## config.mk

```make
export PLATFORM = sky130hd
export DESIGN_NAME = note_tone_synth
export DESIGN_NICKNAME = d
export VERILOG_FILES = /design/src/rtl/note_tone_synth.sv
export SDC_FILE = /design/constraint.sdc
export NUM_CORES = 1
export LEC_CHECK = 0
export ABC_AREA = 0
export CORE_ASPECT_RATIO = 2
export CORE_MARGIN = 4
export CORE_UTILIZATION = 40
export CTS_BUF_LIST = sky130_fd_sc_hd__clkbuf_4
export CTS_CLUSTER_DIAMETER = 120
export DETAILED_ROUTE_END_ITERATION = 12
export SLEW_MARGIN = 20
export SYNTH_ARGS = -nofsm -noshare
export SYNTH_HDL_FRONTEND = slang
export SYNTH_SLANG_ARGS = --single-unit
```

## constraint.sdc

```tcl
create_clock -name clk -period 10.58 [get_ports clk]
set_clock_uncertainty 0.2 [all_clocks]
set_input_delay 2.116 -clock clk [delete_from_list [all_inputs] [get_ports clk]]
set_output_delay 2.116 -clock clk [all_outputs]
set_load 0.01 [all_outputs]
```

## src/rtl/note_tone_synth.sv

```systemverilog
// note_tone_synth: note code -> half-period decoder followed by a 50% duty
// square-wave generator. The note table is built at elaboration from CLK_FREQ.
//
// State     | meaning
// silent    | pwm_interval == 0, output held low, counter parked at 0
// restart   | new interval latched, counter cleared, output level kept
// counting  | counter running toward pwm_interval-1, toggle on reaching it
module note_tone_synth #(
  parameter int CLK_FREQ   = 12_000_000,
  parameter int INTERVAL_W = 16
) (
  input  logic                  clk,
  input  logic                  rst,
  input  logic [3:0]            note,
  output logic [INTERVAL_W-1:0] pwm_interval,
  output logic                  pwm_out
);

  localparam logic [INTERVAL_W-1:0] ONE = {{(INTERVAL_W-1){1'b0}}, 1'b1};

  // Half-period in clocks for note n, rounded to nearest and saturated.
  // Frequencies are held in centi-Hz so the whole computation stays integer:
  // round(C / (2 * fc/100)) = (200*C + 2*fc) / (4*fc).
  function automatic logic [INTERVAL_W-1:0] half_period(input int n);
    longint fc;
    longint q;
    longint lim;
    case (n)
      1:       fc = 26163;
      2:       fc = 27718;
      3:       fc = 29366;
      4:       fc = 31113;
      5:       fc = 32963;
      6:       fc = 34923;
      7:       fc = 36999;
      8:       fc = 39200;
      9:       fc = 41530;
      10:      fc = 44000;
      11:      fc = 46616;
      12:      fc = 49388;
      13:      fc = 52325;
      14:      fc = 55437;
      15:      fc = 58733;
      default: fc = 0;
    endcase
    lim = (longint'(1) << INTERVAL_W) - 1;
    if (fc == 0) q = 0;
    else         q = (longint'(CLK_FREQ) * 200 + 2 * fc) / (4 * fc);
    if (q > lim) q = lim;
    return q[INTERVAL_W-1:0];
  endfunction

  logic [INTERVAL_W-1:0] note_table [16];

  for (genvar g = 0; g < 16; g++) begin : g_table
    assign note_table[g] = half_period(g);
  end

  logic [INTERVAL_W-1:0] interval_q, interval_d;
  logic [INTERVAL_W-1:0] last_q, last_d;
  logic [INTERVAL_W-1:0] cnt_q, cnt_d;
  logic                  out_q, out_d;

  // Decoder: look up the half-period for the note presented this cycle.
  always_comb begin
    interval_d = note_table[note];
  end

  // Generator: silence, phase restart on interval change, or count/toggle.
  // The >= compare lets the counter recover if the interval ever shrinks.
  always_comb begin
    cnt_d  = cnt_q;
    out_d  = out_q;
    last_d = interval_q;
    if (interval_q == '0) begin
      cnt_d = '0;
      out_d = 1'b0;
    end else if (interval_q != last_q) begin
      cnt_d = '0;
    end else if (cnt_q >= interval_q - ONE) begin
      cnt_d = '0;
      out_d = ~out_q;
    end else begin
      cnt_d = cnt_q + ONE;
    end
  end

  // State registers for both stages; reset forces immediate silence.
  always_ff @(posedge clk or posedge rst) begin
    if (rst) begin
      interval_q <= '0;
      last_q     <= '0;
      cnt_q      <= '0;
      out_q      <= 1'b0;
    end else begin
      interval_q <= interval_d;
      last_q     <= last_d;
      cnt_q      <= cnt_d;
      out_q      <= out_d;
    end
  end

  assign pwm_interval = interval_q;
  assign pwm_out      = out_q;

endmodule

```

After elaboration in Yosys (flattened, before gate mapping) --
Memories as Yosys holds them, arrays and structs flattened. A register that Yosys moved wholly into a read port is not among the register bits. Index checks and enable logic that the tools add are counted. Widths: inputs -> output; s select.
Cells by class: add/sub/neg operators 2, order comparisons 1, equal/unequal tests 2, muxes and demuxes 6, bitwise logic cells 2, reduce and logical (&&, ||, !) cells 3
Operators with widths (count):
- $mux 16 | 3
- $add 16x1->16 const B | 1
- $ge 16x16->1 | 1
- $logic_not 16->1 | 1
- $ne 16x16->1 | 1
- $sub 16x1->16 const B | 1
- $not 4->5 | 1
- $mux 1 | 3
- $ne 2x2->1 const B | 1
- $reduce_and 2->1 | 1
- $reduce_bool 2->1 | 1
- $not 1->1 | 1
Storage, ports and cells: register bits 33, memory bits (read-only) 256, input bits 6, output and inout port bits 17, logic and storage cells 20, memories kept 1
Memory list:
- (no name shown) | depth 16, bits a word 16, rd ports 1, clocked after memory_dff 1, write ports 0, RTL line 66 | interval_d = note_table[note];

Longest topological paths before layout --
Gate-level depths: netlist of run 1.
word-level depth 5, gate-level depth with buffers 13, depth with buffers taken out 11

Least setup slack after synthesis of run 1 --
Ideal clock, no wire load.
kind flip-flop to flip-flop, start point register interval_q[9] (netlist: pwm_interval[9]), end point register cnt_q[10], setup time 0.086 ns, arrival time 3.309 ns, required time 10.294 ns, slack 6.985 ns, stages on the path, launching flop included 11, buffers on the path 2, clock period less this slack 3.595 ns, cell sequence dfrtp_1 > or4_4 > or3_4 > or3_2 > ha_1 > and4_1 > a211o_1 > or3_1 > clkbuf_1 > clkbuf_1 > nor3_1
On the way: longest elaborated chain between the ends 5, elaborated cells on any way between the ends 7, classes of those cells add/sub: 1; order compare: 1; eq/ne: 1; mux: 3; reduce/logical: 1
RTL lines:
- start: declaration | RTL line 59 | logic [INTERVAL_W-1:0] interval_q, interval_d;
- $sub 16x1->16 | RTL line 80 | end else if (cnt_q >= interval_q - ONE) begin
- $ge 16x16->1 | RTL line 80
- $mux 16 | RTL line 80
- $mux 16 | RTL line 78 | end else if (interval_q != last_q) begin
- $mux 16 (*) | RTL line 75 | if (interval_q == '0) begin
- via cnt_d[10] | RTL line 61 | logic [INTERVAL_W-1:0] cnt_q, cnt_d;
- end signal: assignment | RTL line 98 | cnt_q <= cnt_d;
- end: declaration | RTL line 61
Mark *: on every way through the listed nets, which the timed path passes. The rest lies on a longest branch. A chain may end at the register's enable or synchronous reset.

Worst setup path after layout of run 1 --
start point register interval_q[5] (netlist: pwm_interval[5]), end point register cnt_q[13]
Same word-level chain as after synthesis.

==> results of run 1 <==
cells in the final DEF, fill, tap and decap left out, drive strengths merged, types with 3 or more instances in the layout:
| cell | netlist | routed |
|---|---|---|
| dfrtp | 47 | 47 |
| xnor2 | 30 | 30 |
| ha | 24 | 24 |
| nor3 | 23 | 23 |
| clkdlybuf4s50 | 0 | 21 |
| nor2 | 17 | 17 |
| a21oi | 17 | 17 |
| nand2 | 17 | 17 |
| xor2 | 14 | 14 |
| inv | 12 | 12 |
| o21ai | 11 | 11 |
| nand3 | 9 | 9 |
| nand4 | 5 | 5 |
| clkbuf | 6 | 5 |
| or3 | 4 | 4 |
| nor4 | 3 | 3 |
| and3 | 3 | 3 |
synth_stat cells (all sizes together):
cell type / number / share of area [%]
or3: 4 / 1.3
a311oi: 1 / 0.32
o31a: 1 / 0.32
nand2: 17 / 2.6
or4: 1 / 0.42
a21oi: 17 / 3.2
conb: 1 / 0.14
buf: 2 / 1.0
a21o: 1 / 0.28
or2b: 1 / 0.28
nand4: 5 / 1.2
or3b: 1 / 0.32
ha: 24 / 11
xnor2: 30 / 9.7
nor4b: 1 / 0.32
nand3: 9 / 1.7
and3: 3 / 0.70
and2: 2 / 0.46
and4: 2 / 0.65
a211oi: 1 / 0.28
a32oi: 1 / 0.32
clkinv: 1 / 0.14
nor4: 3 / 0.70
o21ai: 11 / 2.0
clkbuf: 6 / 0.83
mux4: 1 / 0.83
nor2: 17 / 2.4
xor2: 14 / 4.5
a211o: 2 / 0.65
nor2b: 1 / 0.23
mux2i: 2 / 0.74
nand3b: 2 / 0.56
dfrtp: 47 / 44
inv: 12 / 1.7
a31oi: 1 / 0.23
nor3: 23 / 4.3
logic make-up after synthesis:
logic type / Yosys count / share of synthesized area, %
other: 1 / 0.139
AND/OR/NAND/NOR: 92 / 18.1
multiplexers: 3 / 1.58
XOR/XNOR: 44 / 14.3
AO/OA/AOI/OAI: 36 / 7.60
adder cells (fa/ha/maj): 24 / 11.1
flip-flops: 47 / 43.6
buffers and inverters: 21 / 3.66
worst register-to-register path, delay by kind of cell, from the launching register on:
| family | cells | cell delay, ns |
|---|---|---|
| flip-flops | 1 | 0.47 |
| AND/OR/NAND/NOR | 7 | 2.42 |
| AO/OA/AOI/OAI | 1 | 0.32 |
| adder cells (fa/ha/maj) | 1 | 0.29 |
layout make-up:
| type | instances | area share [%] |
|---|---|---|
| clock inverters | 2 | 1.23 |
| inverters | 13 | 1.60 |
| well taps | 88 | 3.62 |
| flip-flops and latches | 47 | 38.6 |
| clock buffers | 5 | 1.23 |
| repair buffers | 21 | 6.90 |
| multi-input cells | 200 | 46.8 |
worst max path at each step:
stage | slack [ns] | depth (start not counted) | to | start
detailed placement | 6.49 | 4 | pwm_interval[0] | note[0]
finish | 6.75 | 9 | cnt_q[13] | pwm_interval[5]
global route | 6.39 | 9 | cnt_q[11] | pwm_interval[5]
CTS | 6.71 | 9 | cnt_q[8] | pwm_interval[5]
global placement | 6.51 | 4 | pwm_interval[0] | note[0]
floorplan | 6.99 | 10 | cnt_q[10] | pwm_interval[9]
layer usage:
| layer | vias up | track usage [%] |
|---|---|---|
| met3 | 10 | 2.53 |
| met1 | 942 | 13.7 |
| li1 | 971 | - |
| met2 | 20 | 30.2 |
| met5 | - | 0 |
| met4 | 0 | 7.12 |
flip-flops by register name (all words and copies together) (netlist names):
| register | cells |
|---|---|
| pwm_interval | 15 |
| cnt_q | 16 |
| pwm_out | 1 |
| last_q | 15 |
power groups by stage:
stage	Clock, W	Combinational, W	Sequential [W]
floorplan	0	0.0000364	0.000206
finish	0.000102	0.0000593	0.000203
CTS	0.000109	0.0000603	0.000204
global route	0.000115	0.0000658	0.000205
detailed placement	0	0.0000601	0.000207
global placement	0	0.0000589	0.000207
metrics by stage:
| stage | std cells | total power, W | hold slack, ns | cell area, um2 | worst slack, ns |
|---|---|---|---|---|---|
| 2_1_floorplan | 268 | 0.000242 | 0.251 | 2700 | 6.99 |
| 3_3_place_gp | 369 | 0.000266 | 0.290 | 2970 | 6.51 |
| 3_5_place_dp | 369 | 0.000267 | 0.302 | 2970 | 6.49 |
| 4_1_cts | 376 | 0.000372 | 0.321 | 3050 | 6.71 |
| 5_1_grt | 376 | 0.000386 | 0.333 | 3050 | 6.39 |
| 6_report | 376 | 0.000365 | 0.310 | 3050 | 6.75 |
==> results.md, run 1 <==
- The wire length on met1 is roughly 1900 um.
- Synthesis produced a netlist with a net count of 298.
- Summed over all nets, wire length on met2 after detailed routing comes to around 3400 um.
- The tree built by TritonCTS fans out to 47 sinks.
- A synthesized cell averages 10.1 um2.
- The cell area power density is 120 nW/um2.
- The number of fill cells in the layout is 665.
- The post-cts gate resize count is 0.
- In the final layout, the multi-input gates occupy approximately 1400 um2.
- The first detailed-routing pass ran for 4 iterations.
- Static timing analysis puts the maximum clock frequency at 261 MHz.
- For the pin with the worst max-slew slack, the measured transition is 0.957 ns.
- The initial core utilization is 41.1%.
- The internal power of the cells totals 0.000268 W.
- Of the total power, the share spent switching nets is approximately a quarter.
- The tightest min-delay check is of the register to register type.
- The detail route stage leaves a number of antenna-violating nets equal to 0.
- The sequential element share of the synthesized area is 43.6%.
- The count of input and output buffers is 21.
- The number of buffers created by CTS is 5.
- The run finished with clean final reports.
- The number of antenna violations at the first check in global routing is 0.
- The chip height is 124 um.
- The part of the power in registers is 55.6%.
- The wire length of the first global-routing pass is 9210 um.
- The count of H-tree levels built during CTS is 2.
- The die outline width is ~66 um.
- The routed design has 5480 um of wire.
- At the worst endpoint, the required time is 10.60 ns.
- The number of maximum-capacitance constraint violations is 0.
- The routed design could run at a clock period as short as 3.83 ns.
- The number of DRC markers in iteration 0 is 93.
- The CTS tree is done.
- Walking the worst path, the cells encountered are nor4_1, nand3_1, or3_2, ha_1, and4_1, nand2_1, a311oi_1, or3_1, nor3_1.
- The number of buffers on the longest clock path is 2.
- The switching power is 0.0000967 W.
- In the detailed route, the total length drawn on met3 is 104 um.
- The HPWL after detailed placement is roughly 4400 um.
- Counting instances, the worst hold path has a depth of 1.
- The gate count after technology mapping is 268.
- The type of element launching the critical path is a register.
- The global-route total usage across every layer is between 10% and 20%.
- The path with the worst hold slack has its endpoint at cnt_q[0].
- The final setup violation count is 0.
- The count of different cell masters after synthesis is 40.
- In the routed layout, each cell is associated on average with a via count of 5.17.
- The overall die area is 8210 um2.
- In this run, the clock network consumes 28.1% of the power.
- The static power due to leakage is 1.24 nW.
- The number of global-route vias before repair was 1987.
- In this run the cell area of the synthesized design comes to 2700 um2.
- The synthesis-to-finish area growth is 12.8%.
- The terminus of the critical flop-to-flop path is cnt_q[13].
- The count of final hold-check violations came to 0.
- The final count of pins violating max slew is 0.
- The layout net count is 318.
- Counting flops and latches in the post-synthesis netlist gives between 40 and 50.
- The standard cell with the maximum stage delay on the critical path is sky130_fd_sc_hd__nor4_1.
- The I/O pin count is 23.
- The clock latency reported for the late side of the worst-skew pair is 0.36 ns.
- The sequential cells in the finished layout cover a total of 1180 um2.
- The biggest cell delay along the critical path is 0.56 ns.
- The region available for standard cell placement spans 6570 um2.
- For flop-to-flop paths, the worst setup slack is 6.75 ns.
- The final weighted congestion in routability-driven placement is 0.823.
- The count of buffering cells on the critical path with inverters included is 0.
- The antenna diode count is 0.
- In this run the worst path has a maximum fanout of 16.
- The cell family contributing the most delay on the critical path is simple AND/OR/NAND/NOR gates.
- Once the clock tree was built, the setup fixing pass inserted 0 buffers.
- The number of buffers inserted for hold repair after clock tree synthesis is 0.
- The routed layout has 1943 vias.
- The element type at the critical path end is a register.
- The clock tree root buffer cell is sky130_fd_sc_hd__clkbuf_4.
- After clock tree synthesis, the clock-pin slew on the worst setup and hold paths is roughly 0.14 ns.
- The routed length per placed instance is 14.6 um.
- The remaining design rule violation count is 0.
- Data arrives at the worst endpoint at 3.86 ns.
- The worst IR drop on VDD is ~0.075 mV.
- The uppermost layer routed is met4.
- The start point of the worst hold path is cnt_q[0].
- The setup path with the least slack is of type register to register.
- Setup repair after global routing left no endpoint under its margin.
- The fraction of power consumed by combinational cells is 16.3%.
- The total overflow left after global routing is 0.
- The number of warnings issued by yosys is 0.
- The worst register-to-register path begins at pwm_interval[5].
- The relative slew slack is between 30 and 40%.
- The post-route clock period utilization is 36.2%.
- Summed over all failing endpoints, the final setup total negative slack is 0 ns.
- The pin count of the biggest net entering global routing is 48.
- The fraction of final layout cells sized beyond drive strength 1 is 5.21%.
- Row generation in the floorplan step produced between 40 and 50 rows.
- The final cell utilization of the core is 46.4%.
- Measured in cells, the most critical reg-to-reg path has a length of 9.
(Power assumes the default switching activity.)
==> run 2, diff against run 1 <==
==> constraint.sdc (replaced) <==
create_clock -name clk -period 3.4 [get_ports clk]
set_clock_uncertainty 0.2 [all_clocks]
set_input_delay 0.68 -clock clk [delete_from_list [all_inputs] [get_ports clk]]
set_output_delay 0.68 -clock clk [all_outputs]
set_load 0.01 [all_outputs]
==> run 2 against run 1 <==
Compared with the run above: final cell count increased by 5.1%; sequential power grew to 3.0 times the previous value; final area grew 7.3%; combinational power rose to 3.9 times the previous value; via count grew 5.8%; sequential share of layout area down 2.6 points; non-clock buffer count increased by 17; core utilization rose by 3.4 points; worst hold slack gained 0.0074 ns; power rose to 3.2 times the previous value; global-route usage increased by 1.3 points; largest power group unchanged.
==> results.md, run 2 (synthesis gave the netlist of run 1 again) <==
- The run finished with clean final reports.
- The clock latency reported for the late side of the worst-skew pair came to 0.38 ns (+0.02 ns).
- The chip height is 124 um (unchanged).
- The CTS sink count was 47 (unchanged).
- The final weighted congestion in routability-driven placement is 0.806 (-2.1%).
- The critical path is of the register to register type.
- The final design area excluding fillers is 3270 um2 (+7.3%).
- The standard cell with the maximum stage delay on the critical path is sky130_fd_sc_hd__or4_4.
- The count of final hold-check violations is 0 (unchanged).
- The number of buffers created by CTS is 5 (unchanged).
- The number of fill cells in the layout is 653 (-1.8%).
- The data arrival time of the critical path came to 3.41 ns (-0.45 ns).
- The clock transition at the registers of the reported paths is 0.15 ns (about the same).
- The per-cell via count in the routed design is 5.21 (+0.73%).
- The number of flip-flops in the largest register is 16 (unchanged).
- The overall die area was 8210 um2 (unchanged).
- The part of the power in registers is 52.0% (-3.6 points).
- The remaining design rule violation count is 0 (unchanged).
- The number of maximum-capacitance constraint violations is 0 (unchanged).
- The biggest cell delay along the critical path is 0.54 ns (-0.02 ns).
- The fraction of power consumed by combinational cells is 19.4% (+3.1 points).
- The post-route clock period utilization is 97.6% (+61 points).
- The synthesis-to-finish area growth is 21.0%.
- The pin count of the biggest net entering global routing was 48 (unchanged).
- The overall overflow remaining after global route was 0 (unchanged).
- STA classifies the critical path startpoint as a register.
- The HPWL after detailed placement is 4840 um (+9.3%).
- The total detailed-routing wirelength is 6050 um (+10%).
- In this run the most critical hold path is launched from cnt_q[0].
- The worst register-to-register path begins at pwm_interval[9].
- The global-route total usage across every layer came to 16.3% (+1.3 points).
- Clock tree synthesis selected as its root buffer the cell sky130_fd_sc_hd__clkbuf_4.
- For hold timing, the worst endpoint is cnt_q[0].
- Setup repair after global routing could not meet its margin everywhere.
- The number of buffers inserted for hold repair after clock tree synthesis is 0 (unchanged).
- The worst min-delay path category is register to register.
- The cell occurring most often along the worst timing path is sky130_fd_sc_hd__or3_4.
- The initial core utilization is 41.1% (unchanged).
- The relative slew slack is 58.5% (+22 points).
- The number of global-route vias before repair is 2144 (+7.9%).
- The depth of the worst register-to-register path is 11 (+2).
- The required time reported for the critical path endpoint was 3.49 ns (-7.11 ns).
- The register containing the most flip-flops in the final layout is cnt_q.
- The CTS tree is done.
- The count of input and output buffers is 21 (unchanged).
- The wire length of the first global-routing pass was 9900 um (+7.5%).
- The internal portion of total power came to 0.000857 W (+220%).
- The element type at the critical path end is a register.
- Leaving out fill and tap cells, the most frequent cell in the layout is sky130_fd_sc_hd__dfrtp_1.
- The remaining antenna violation count is 0 (unchanged).
- The total placed instance area is 3130 um2 (+5.3%).
- The shortest clock period the worst path allows after layout came to 3.32 ns (-0.515 ns).
- The achievable clock frequency is 301 MHz (+16%).
- The final cell utilization of the core is 49.8% (+3.4 points).
- The count of buffering cells on the critical path with inverters included is 2 (+2).
- The final setup violation count came to 0 (unchanged).
- The worst hold path depth is 1 (unchanged).
- The number of buffers on the longest clock path is 2 (unchanged).
- The final count of pins violating max slew is 0 (unchanged).
- The top fanout value on the critical path is 16 (unchanged).
- The length of the first detailed-routing pass in iterations came to 4 (unchanged).
- In this run the critical register-to-register path is captured at cnt_q[14].
- Among cell families on the critical path, the largest total delay comes from simple AND/OR/NAND/NOR gates.
- Leaving out fill and tap cells, the most frequent cells in the layout are 45 x sky130_fd_sc_hd__dfrtp_1, 30 x sky130_fd_sc_hd__xnor2_1, 23 x sky130_fd_sc_hd__ha_1.
- The fraction of power consumed by the clock network is 28.6% (+0.5 points).
- The transition at the pin with the smallest max-transition slack was 0.614 ns (-0.344 ns).
- The routed length per placed instance came to 15.3 um (+5.0%).
- The count of H-tree levels built during CTS is 2 (unchanged).
- The number of DRC markers in iteration 0 was 86 (-7.5%).
- The row count is 42 (unchanged).
- The die outline width came to 66.1 um (unchanged).
- The static power due to leakage came to 1.34 nW (+7.6%).
- The switching portion of total power is 27.4% (+0.93 points).
- The switching power came to 0.000324 W (+240%).
- The post-CTS setup buffer count is 0 (unchanged).
- The layout net count was 335 (+5.3%).
- The critical path goes through or4_4, or3_4, or3_4, ha_4, and4_1, nand2_2, a311oi_1, buf_4, or3_4, buf_12, nor3_1.
- The worst reg-to-reg setup slack is 0.08 ns (-6.67 ns).
- The total number of vias was 2056 (+5.8%).
- The worst IR drop on VDD is 0.252 mV (+240%).
- The number of antenna violations at the first check in global routing is 1 (+1).
- The cell area power density was 362 nW/um2 (+200%).
- The I/O pin count is 23 (unchanged).
- The fraction of final layout cells sized beyond drive strength 1 is 15.4% (+10 points).
- The core area is 6570 um2 (unchanged).
-- run 2: power groups by stage --
stage               Sequential (W)  Combinational [W]  Clock [W]
floorplan                 0.000640           0.000113          0
global placement          0.000625           0.000229          0
detailed placement        0.000626           0.000231          0
CTS                       0.000615           0.000233   0.000357
finish                    0.000614           0.000230   0.000338
global route              0.000619           0.000253   0.000376
-- run 2: how the worst max path moves through the flow --
stage / slack (ns) / cells after the start / start / end
final: 0.08 / 11 / pwm_interval[9] / cnt_q[14]
after global routing: -0.02 / 11 / pwm_interval[9] / cnt_q[6]
after global placement: 0.1 / 12 / pwm_interval[5] / cnt_q[15]
after detailed placement: 0.006 / 12 / pwm_interval[5] / cnt_q[4]
after floorplan: 0.05 / 12 / pwm_interval[5] / cnt_q[10]
after CTS: 0.03 / 11 / pwm_interval[9] / cnt_q[12]
-- run 2: layout make-up --
type                       count  area (um2)  area share (%)
multi-input combinational    200        1500            45.8
clock inverter                 3        42.5            1.30
inverter                      13        48.8            1.49
sequential                    47        1180            36.1
tap                           88         110            3.37
timing repair buffer          38         350            10.7
antenna                        1        2.50          0.0766
clock buffer                   5        37.5            1.15
-- run 2: what timing repair did --
| item | CTS | global route |
|---|---|---|
| endpoints found under the setup margin | 2 | 16 |
| resized for setup | 3 | 9 |
| hold endpoints to repair | 0 | 0 |
| pin swaps | 0 | 0 |
-- run 2: per-stage QoR --
step / setup WS (ns) / hold WS (ns) / power [W] / setup TNS, ns / cells
final: 0.0803 / 0.317 / 0.00118 / 0 / 395
after global placement: 0.0976 / 0.282 / 0.000853 / 0 / 386
after detailed placement: 0.00629 / 0.295 / 0.000857 / 0 / 386
after global routing: -0.0198 / 0.334 / 0.00125 / -0.111 / 395
after floorplan: 0.0481 / 0.251 / 0.000753 / 0 / 268
after CTS: 0.0260 / 0.315 / 0.00121 / 0 / 394
-- run 2: worst register-to-register path, delay by kind of cell (launching register included) --
kind                       cells  cell delay (ns)
adders and majority gates      1             0.22
AOI/OAI and AO/OA              1             0.04
DFF                            1             0.42
and+or+nand+nor                7             2.04
buffers and inverters          2             0.32
-- run 2: per-layer routing --
layer  wire (um)  track usage, %  up-vias  share of wire, %
li1            -               -     1002                 -
met1        1910            14.1      994                32
met2        3630            31.4       36                60
met3         147            3.07       24               2.4
met4         364            12.1        0               6.0
met5           0               0        -                 0
